### src/rtl/var1_sweep_ctrl.sv
// ---------------------------------------------------------------------------
// var1_sweep_ctrl
//   Sequencer for an N_IN-input combinational function unit. A start pulse
//   (taken only while idle) sweeps every input code 0..2^N_IN-1 in ascending
//   order. Each code is held for SETTLE_CYCLES cycles. The unit's output is
//   sampled on the last cycle of each code, and the samples build the truth
//   table and a count of ones.
//
// Parameters
//   N_IN          function input width; the table holds 2^N_IN entries
//   SETTLE_CYCLES cycles each code is held before it is sampled (>= 1)
//
// Ports
//   clk          in   1         system clock, rising edge
//   rst          in   1         synchronous, active-high reset
//   start        in   1         begin a sweep; ignored while busy
//   func_in      out  N_IN      registered code driven to the function unit
//   func_out     in   1         function unit output
//   busy         out  1         sweep in progress
//   done         out  1         one-cycle pulse: the results are valid
//   truth_table  out  2^N_IN    bit i = f(i); held until the next accepted start
//   ones_count   out  N_IN+1    number of 1 bits in truth_table
//
// Optional feature (macro SWEEP_CHECK_EN):
//   expected     in   2^N_IN    golden table; held stable while busy
//   mismatch     out  1         sticky: some sample differed from expected
//   mismatch_idx out  N_IN      code of the first mismatch; 0 if none
// ---------------------------------------------------------------------------
module var1_sweep_ctrl #(
    parameter int unsigned N_IN          = 5,
    parameter int unsigned SETTLE_CYCLES = 1
) (
    input  logic                   clk,
    input  logic                   rst,
    input  logic                   start,
    output logic [N_IN-1:0]        func_in,
    input  logic                   func_out,
    output logic                   busy,
    output logic                   done,
    output logic [(1<<N_IN)-1:0]   truth_table,
    output logic [N_IN:0]          ones_count
`ifdef SWEEP_CHECK_EN
    ,
    input  logic [(1<<N_IN)-1:0]   expected,
    output logic                   mismatch,
    output logic [N_IN-1:0]        mismatch_idx
`endif
);

    localparam int unsigned TT_W  = 1 << N_IN;
    localparam int unsigned CNT_W = (SETTLE_CYCLES > 1) ? $clog2(SETTLE_CYCLES) : 1;

    localparam logic [CNT_W-1:0] CNT_LAST = CNT_W'(SETTLE_CYCLES - 1);
    localparam logic [N_IN-1:0]  IDX_LAST = '1;

    typedef enum logic {
        IDLE = 1'b0,
        RUN  = 1'b1
    } state_e;

    state_e            state_q, state_d;
    logic [N_IN-1:0]   idx_q,   idx_d;
    logic [CNT_W-1:0]  cnt_q,   cnt_d;
    logic              busy_q,  busy_d;
    logic              done_q,  done_d;
    logic [TT_W-1:0]   tt_q,    tt_d;
    logic [N_IN:0]     ones_q,  ones_d;
`ifdef SWEEP_CHECK_EN
    logic              mm_q,     mm_d;
    logic [N_IN-1:0]   mm_idx_q, mm_idx_d;
`endif

    always_comb begin
        state_d = state_q;
        idx_d   = idx_q;
        cnt_d   = cnt_q;
        busy_d  = busy_q;
        done_d  = 1'b0;
        tt_d    = tt_q;
        ones_d  = ones_q;
`ifdef SWEEP_CHECK_EN
        mm_d     = mm_q;
        mm_idx_d = mm_idx_q;
`endif

        case (state_q)
            IDLE: begin
                // Also reached in the done cycle, so a start there is accepted.
                if (start) begin
                    state_d = RUN;
                    idx_d   = '0;
                    cnt_d   = '0;
                    busy_d  = 1'b1;
                    tt_d    = '0;
                    ones_d  = '0;
`ifdef SWEEP_CHECK_EN
                    mm_d     = 1'b0;
                    mm_idx_d = '0;
`endif
                end
            end

            RUN: begin
                if (cnt_q != CNT_LAST) begin
                    cnt_d = cnt_q + CNT_W'(1);
                end else begin
                    // Last settle cycle of this code: capture the unit's output.
                    tt_d[idx_q] = func_out;
                    ones_d      = ones_q + (N_IN+1)'(func_out);
                    cnt_d       = '0;
`ifdef SWEEP_CHECK_EN
                    if ((func_out != expected[idx_q]) && !mm_q) begin
                        mm_d     = 1'b1;
                        mm_idx_d = idx_q;
                    end
`endif
                    if (idx_q == IDX_LAST) begin
                        state_d = IDLE;
                        busy_d  = 1'b0;
                        done_d  = 1'b1;
                        idx_d   = '0;
                    end else begin
                        idx_d = idx_q + N_IN'(1);
                    end
                end
            end

            default: state_d = IDLE;
        endcase
    end

    always_ff @(posedge clk) begin
        if (rst) begin
            state_q <= IDLE;
            idx_q   <= '0;
            cnt_q   <= '0;
            busy_q  <= 1'b0;
            done_q  <= 1'b0;
            tt_q    <= '0;
            ones_q  <= '0;
`ifdef SWEEP_CHECK_EN
            mm_q     <= 1'b0;
            mm_idx_q <= '0;
`endif
        end else begin
            state_q <= state_d;
            idx_q   <= idx_d;
            cnt_q   <= cnt_d;
            busy_q  <= busy_d;
            done_q  <= done_d;
            tt_q    <= tt_d;
            ones_q  <= ones_d;
`ifdef SWEEP_CHECK_EN
            mm_q     <= mm_d;
            mm_idx_q <= mm_idx_d;
`endif
        end
    end

    assign func_in     = idx_q;
    assign busy        = busy_q;
    assign done        = done_q;
    assign truth_table = tt_q;
    assign ones_count  = ones_q;
`ifdef SWEEP_CHECK_EN
    assign mismatch     = mm_q;
    assign mismatch_idx = mm_idx_q;
`endif

endmodule

### config.mk
export PLATFORM = sky130hd
export DESIGN_NAME = var1_sweep_ctrl
export DESIGN_NICKNAME = d
export VERILOG_FILES = /design/src/rtl/var1_sweep_ctrl.sv
export SDC_FILE = /design/constraint.sdc
export NUM_CORES = 1
export LEC_CHECK = 0
export CORE_UTILIZATION = 50
export CTS_BUF_LIST = sky130_fd_sc_hd__clkbuf_8 sky130_fd_sc_hd__clkbuf_16
export CTS_CLUSTER_DIAMETER = 50
export DETAILED_ROUTE_END_ITERATION = 8
export GPL_TIMING_DRIVEN = 0
export PLACE_DENSITY_LB_ADDON = 0.08
export SYNTH_ARGS = -nofsm -noshare
export SYNTH_HDL_FRONTEND = slang
export SYNTH_SLANG_ARGS = --single-unit
### constraint.sdc
create_clock -name clk -period 3.9 [get_ports clk]
set_input_delay 0.78 -clock clk [delete_from_list [all_inputs] [get_ports clk]]
set_output_delay 0.78 -clock clk [all_outputs]
set_load 0.005 [all_outputs]
==> impl_metrics.toml, run 1 <==
[outcome]
status = "completed"

[finish]
drive_above_1_share = 0.207
diodes = 0
nFillCells = 364
multi_input_area_sq_mm = 0.00119
final_cell_area_sq_mm = 0.00287
syn2layout_area_growth_pct = 28.0
regArea_sq_um = 921
instances_no_fill = 354
final_util = 0.692
fin_nets = 315

[power_and_ir_drop]
p_leak_nw = 1.04
vdd_drop_max_v = 0.000252
power_mw = 0.854
powerDensity_mw_per_mm2 = 298

[detailed_routing]
vias_per_cell = 5.68
drtPass1Iterations = 4
routed_wl_mm = 5.51
route.detailed.drc = 0
vias = 2012
wire_per_inst_microns = 15.6
route.antenna.remaining_nets = 0
first_iter_violations = 143

[clocking]
clk_path_buf_depth = 2
post_cts_buffers = 0
hold_buffers = 0
cts_root_buffer = "clkbuf_8"
cts_tree = "built"
cts_sinks = 46
clk_latency_ns = 0.30
cts_made_buffers = 5
cts_resized = 0
path_clk_slew_ns = 0.08
h-tree-depth = 2

[yosys]
synth_common_cells = "46 x dfxtp_1, 39 x nand2_1, 29 x nor3_1"
async_flop_share = 0
netlist-cell-type-count = 38
synth_edf_count = 0
ys_ff_latch = 46
synth_most_common_cell = "dfxtp_1"
synthCells = 249
netlist.area_leader.share = 0.411
yosysTopAreaCell = "dfxtp_1"
syn-num-nets = 261
yosysWarnings = 0
ys_seq_area_frac = 0.411
synthesis.area_sq_mm = 0.00224
synthTopCellsByArea = "dfxtp_1 41%, a31o_2 8.6%, nand2_1 6.5%, nor3_1 6.5%, ha_1 4.5%"
syn_avg_cell_area_sq_um = 8.99
synth_flop_cell = "dfxtp_1"

[sta]
timing.slew.headroom = 0.703
period_share = 0.567
fin_setup_tns_ns = 0
post-route-min-period_ns = 2.21
rsz0062_at_grt = "false"
finalHoldViolCount = 0
setup_viol = 0
skew_ns = 0.00461
max_freq_ghz = 0.452
tightest_slew_ns = 0.446
report.final.slew_viol_count = 0

[floorplanning]
io_pins = 49
start_util = 0.540
fp.dieW_microns = 68.9
rows = 23
dieHeight_microns = 68.9
die_area_sq_mm = 0.00475
core-area_sq_mm = 0.00414

[setup_path]
slowest_stage = "clkdlybuf4s50_1"
critPathTopFamily = "buffers and inverters"
cp_max_fo = 11
slowest_delay_ns = 0.57
end_kind = "output pin"
cp-start-kind = "flop"
cp.required_ns = 3.12
worstSetupPathType = "reg2out"
crit_buf_inv = 1
path_cells = "clkdlybuf4s50_1"
arrival_ns = 1.43

[placement]
dp_cells = 346
dp_hpwl_mm = 3.90
io_buffers = 47
placed_cell_area_sq_mm = 0.00277
gp_congestion = 0.799

[grt]
grt_pass1_vias = 1763
met1_usage = 0.331
top_usage_layer = "met2"
grt_pass1_wl_mm = 8.69
grt_overflow = 0
grt_max_degree = 15
grt_util_all_layers = 0.255
use_met2 = 0.421
antenna_found_initial = 0
use_met3 = 0.0707

[job]
drv_cap = 0

[worst_hold_path]
hold_path.class = "reg2reg"
worst paths after layout:
path / start / endpoint / slack, ns / depth (start not counted)
setup / recovery: func_in[4]$_SDFFE_PP0P_ / func_in[4] / 1.69 / 1
hold / removal: truth_table[9]$_SDFFE_PP0P_ / truth_table[9]$_SDFFE_PP0P_ / 0.48 / 1
setup reg to reg: func_in[0]$_SDFFE_PP0P_ / func_in[3]$_SDFFE_PP0P_ / 2.04 / 6
hold reg to reg: truth_table[9]$_SDFFE_PP0P_ / truth_table[9]$_SDFFE_PP0P_ / 0.48 / 1
per-stage QoR:
| step | hold slack (ns) | setup slack (ns) |
|---|---|---|
| after floorplan | 0.473 | 2.17 |
| after global placement | 0.461 | 1.61 |
| after detailed placement | 0.464 | 1.63 |
| after CTS | 0.484 | 1.69 |
| after global routing | 0.497 | 1.62 |
| final | 0.479 | 1.69 |
cell type report:
class,instances,share of cell area
clock buffer,6,0.0288
sequential,46,0.321
tap,50,0.0218
timing repair buffer,47,0.164
clock inverter,2,0.00436
inverter,2,0.00262
buffer,20,0.0436
multi-input combinational,181,0.414
cell families after synthesis:
logic type,share of synthesized area
compound gates,0.161
fa+ha+maj,0.0447
buf+inv,0.0592
flops,0.411
mux,0.00447
simple gates,0.320
flip-flops by register name (all words and copies together) (netlist names):
| signal | count |
|---|---|
| ones_count | 6 |
| busy | 1 |
| state_q | 1 |
| truth_table | 32 |
| done | 1 |
| func_in | 5 |
power breakdown:
part           internal (mW)  switching [mW]
combinational         0.0266          0.0442
clock                  0.143           0.163
sequential             0.473         0.00385
routing by layer:
layer	up-vias	part of all wire
met5	-	0
met4	0	0.0054
met3	5	0.066
met2	59	0.47
met1	938	0.46
li1	1010	-
layout by cell type (no fill, tap or decap), types with 2 or more instances in the layout:
cell and instances:
clkdlybuf4s50_1 47, dfxtp_1 46, nand2_1 39, nor3_1 29, a31o_2 22, a31o_1 11
buf_2 10, nor2_1 9, buf_4 8, a21oi_1 8, ha_1 8, nand3b_1 6
nand3_1 6, clkbuf_8 6, nor3_2 5, nor3b_1 4, and3b_1 3, nor3b_2 3
or3b_4 3, and3_1 2, inv_1 2, and2_1 2, and2b_1 2, and2_0 2
nand2b_1 2, nand4_1 2, o21ai_0 2
Power figures use the tool's default switching activity.
==> run 2, diff against run 1 <==
Settings changed: CORE_UTILIZATION 50 to 45.
Clock period 3.9 ns to 2 ns, I/O delays scaled along.
==> run 2 against run 1 <==
  * Die area increased by 11%
  * Sequential power increased by 95%
  * Non-clock buffer count unchanged
  * Clock skew shrank 0.00074 ns
  * Global-route usage shrank 3.4 points
  * Hold slack got worse by 0.11 ns
  * Critical path depth stayed put
  * Clock power increased by 93%
  * Core utilization shrank 8.5 points
  * Flip-flop and latch count unchanged
==> impl_metrics.toml, run 2 (synthesis results as in run 1) <==
[placement]
gp_congestion = 0.802
dp_cells = 363
io_buffers = 47
dp_hpwl_mm = 3.77

[finish]
mostFrequentLayoutCells = "47 x clkdlybuf4s50_1, 46 x dfxtp_1, 39 x nand2_1"
nFillCells = 456
instances_no_fill = 371
largest_reg_flops = 32
multi_input_area_sq_mm = 0.00119
drive_above_1_share = 0.204
fin_nets = 315
regArea_sq_um = 921
final_common_cell = "clkdlybuf4s50_1"
diodes = 0
syn2layout_area_growth_pct = 28.8

[sta]
report.final.slew_viol_count = 0
post-route-min-period_ns = 1.86
finalHoldViolCount = 0
period_share = 0.932
tightest_slew_ns = 0.452
max_freq_ghz = 0.536
fin_setup_tns_ns = 0
timing.slew.headroom = 0.699
skew_ns = 0.00387
rsz0062_at_grt = "false"
setup_viol = 0

[setup_path]
slowest_stage = "dfxtp_1"
reg2reg_slack_ns = 0.14
worstSetupPathType = "reg2out"
cp_max_fo = 11
critPathTopFamily = "flip-flops"
reg2regPathDepth = 6
end_kind = "output pin"
cp.required_ns = 1.60
cp-start-kind = "flop"
slowest_delay_ns = 0.58
rr_endpoint = "func_in[3]$_SDFFE_PP0P_"
arrival_ns = 1.46
path_cells = "clkdlybuf4s50_1"
r2r_start = "func_in[0]$_SDFFE_PP0P_"
crit_buf_inv = 1

[job]
drv_cap = 0

[clocking]
h-tree-depth = 2
cts_sinks = 46
cts_tree = "built"
clk_latency_ns = 0.30
cts_made_buffers = 5
cts_root_buffer = "clkbuf_8"
cts_resized = 0
path_clk_slew_ns = 0.09
hold_buffers = 0
clk_path_buf_depth = 2
post_cts_buffers = 0

[floorplanning]
die_area_sq_mm = 0.00526
io_pins = 49
core-area_sq_mm = 0.00475
dieHeight_microns = 72.5
start_util = 0.471
fp.dieW_microns = 72.5
rows = 25

[detailed_routing]
routed_wl_mm = 5.39
vias = 1996
first_iter_violations = 68
vias_per_cell = 5.38
route.detailed.drc = 0
wire_per_inst_microns = 14.5
drtPass1Iterations = 4
route.antenna.remaining_nets = 0

[power_and_ir_drop]
swShare = 0.247
comb_power_share = 0.082
powerDensity_mw_per_mm2 = 575
clkPwrFrac = 0.357
switching_power_mw = 0.410
intPower_mw = 1.25
seq_power_share = 0.561
vdd_drop_max_v = 0.000357
p_leak_nw = 1.04
power_mw = 1.66

[grt]
grt_overflow = 0
grt_pass1_vias = 1839
grt_pass1_wl_mm = 8.93
grt_max_degree = 14
grt_util_all_layers = 0.221
antenna_found_initial = 0

[worst_hold_path]
hold_path.class = "in2reg"
whs_path_depth = 2
min-delay-start = "rst"
min_delay_worst_endpoint = "func_in[2]$_SDFFE_PP0P_"

[outcome]
status = "completed"
-- run 2: power groups by stage --
stage / Sequential (mW) / Combinational (mW) / Clock [mW]
floorplan: 0.951 / 0.0883 / 0
global route: 0.932 / 0.149 / 0.638
global placement: 0.952 / 0.136 / 0
detailed placement: 0.952 / 0.136 / 0
finish: 0.930 / 0.136 / 0.592
CTS: 0.931 / 0.137 / 0.596
-- run 2: worst max-delay path by stage --
stage / startpoint / endpoint / depth (start not counted)
after floorplan: func_in[0]$_SDFFE_PP0P_ / func_in[3]$_SDFFE_PP0P_ / 6
after global placement: func_out / ones_count[4]$_SDFFE_PP0P_ / 5
after detailed placement: func_out / ones_count[4]$_SDFFE_PP0P_ / 5
after CTS: func_in[0]$_SDFFE_PP0P_ / func_in[3]$_SDFFE_PP0P_ / 6
after global routing: func_in[0]$_SDFFE_PP0P_ / func_in[3]$_SDFFE_PP0P_ / 6
final: func_in[4]$_SDFFE_PP0P_ / func_in[4] / 1
-- run 2: metal layers --
metal / up-vias / routed length [microns] / GRT usage
li1: 999 / - / -
met5: - / 0 / 0
met3: 6 / 287 / 0.0431
met4: 0 / 65 / 0.0654
met1: 941 / 2590 / 0.299
met2: 50 / 2450 / 0.358
-- run 2: cell type report --
cell class,count,share of cell area
flip-flops and latches,46,0.319
multi-input cells,181,0.411
inverters,2,0.00260
clock inverters,2,0.00304
well taps,67,0.0291
clock buffers,6,0.0286
plain buffers,20,0.0434
repair buffers,47,0.163
-- run 2: per-stage QoR --
stage / cell area, sq um / utilization / hold WS, ns / setup slack [ns]
floorplan: 2240 / - / 0.473 / 0.265
global placement: 2790 / 0.588 / 0.461 / 0.120
detailed placement: 2790 / 0.588 / 0.464 / 0.126
CTS: 2890 / 0.607 / 0.372 / 0.124
global route: 2890 / 0.607 / 0.410 / 0.00131
finish: 2890 / 0.607 / 0.374 / 0.136
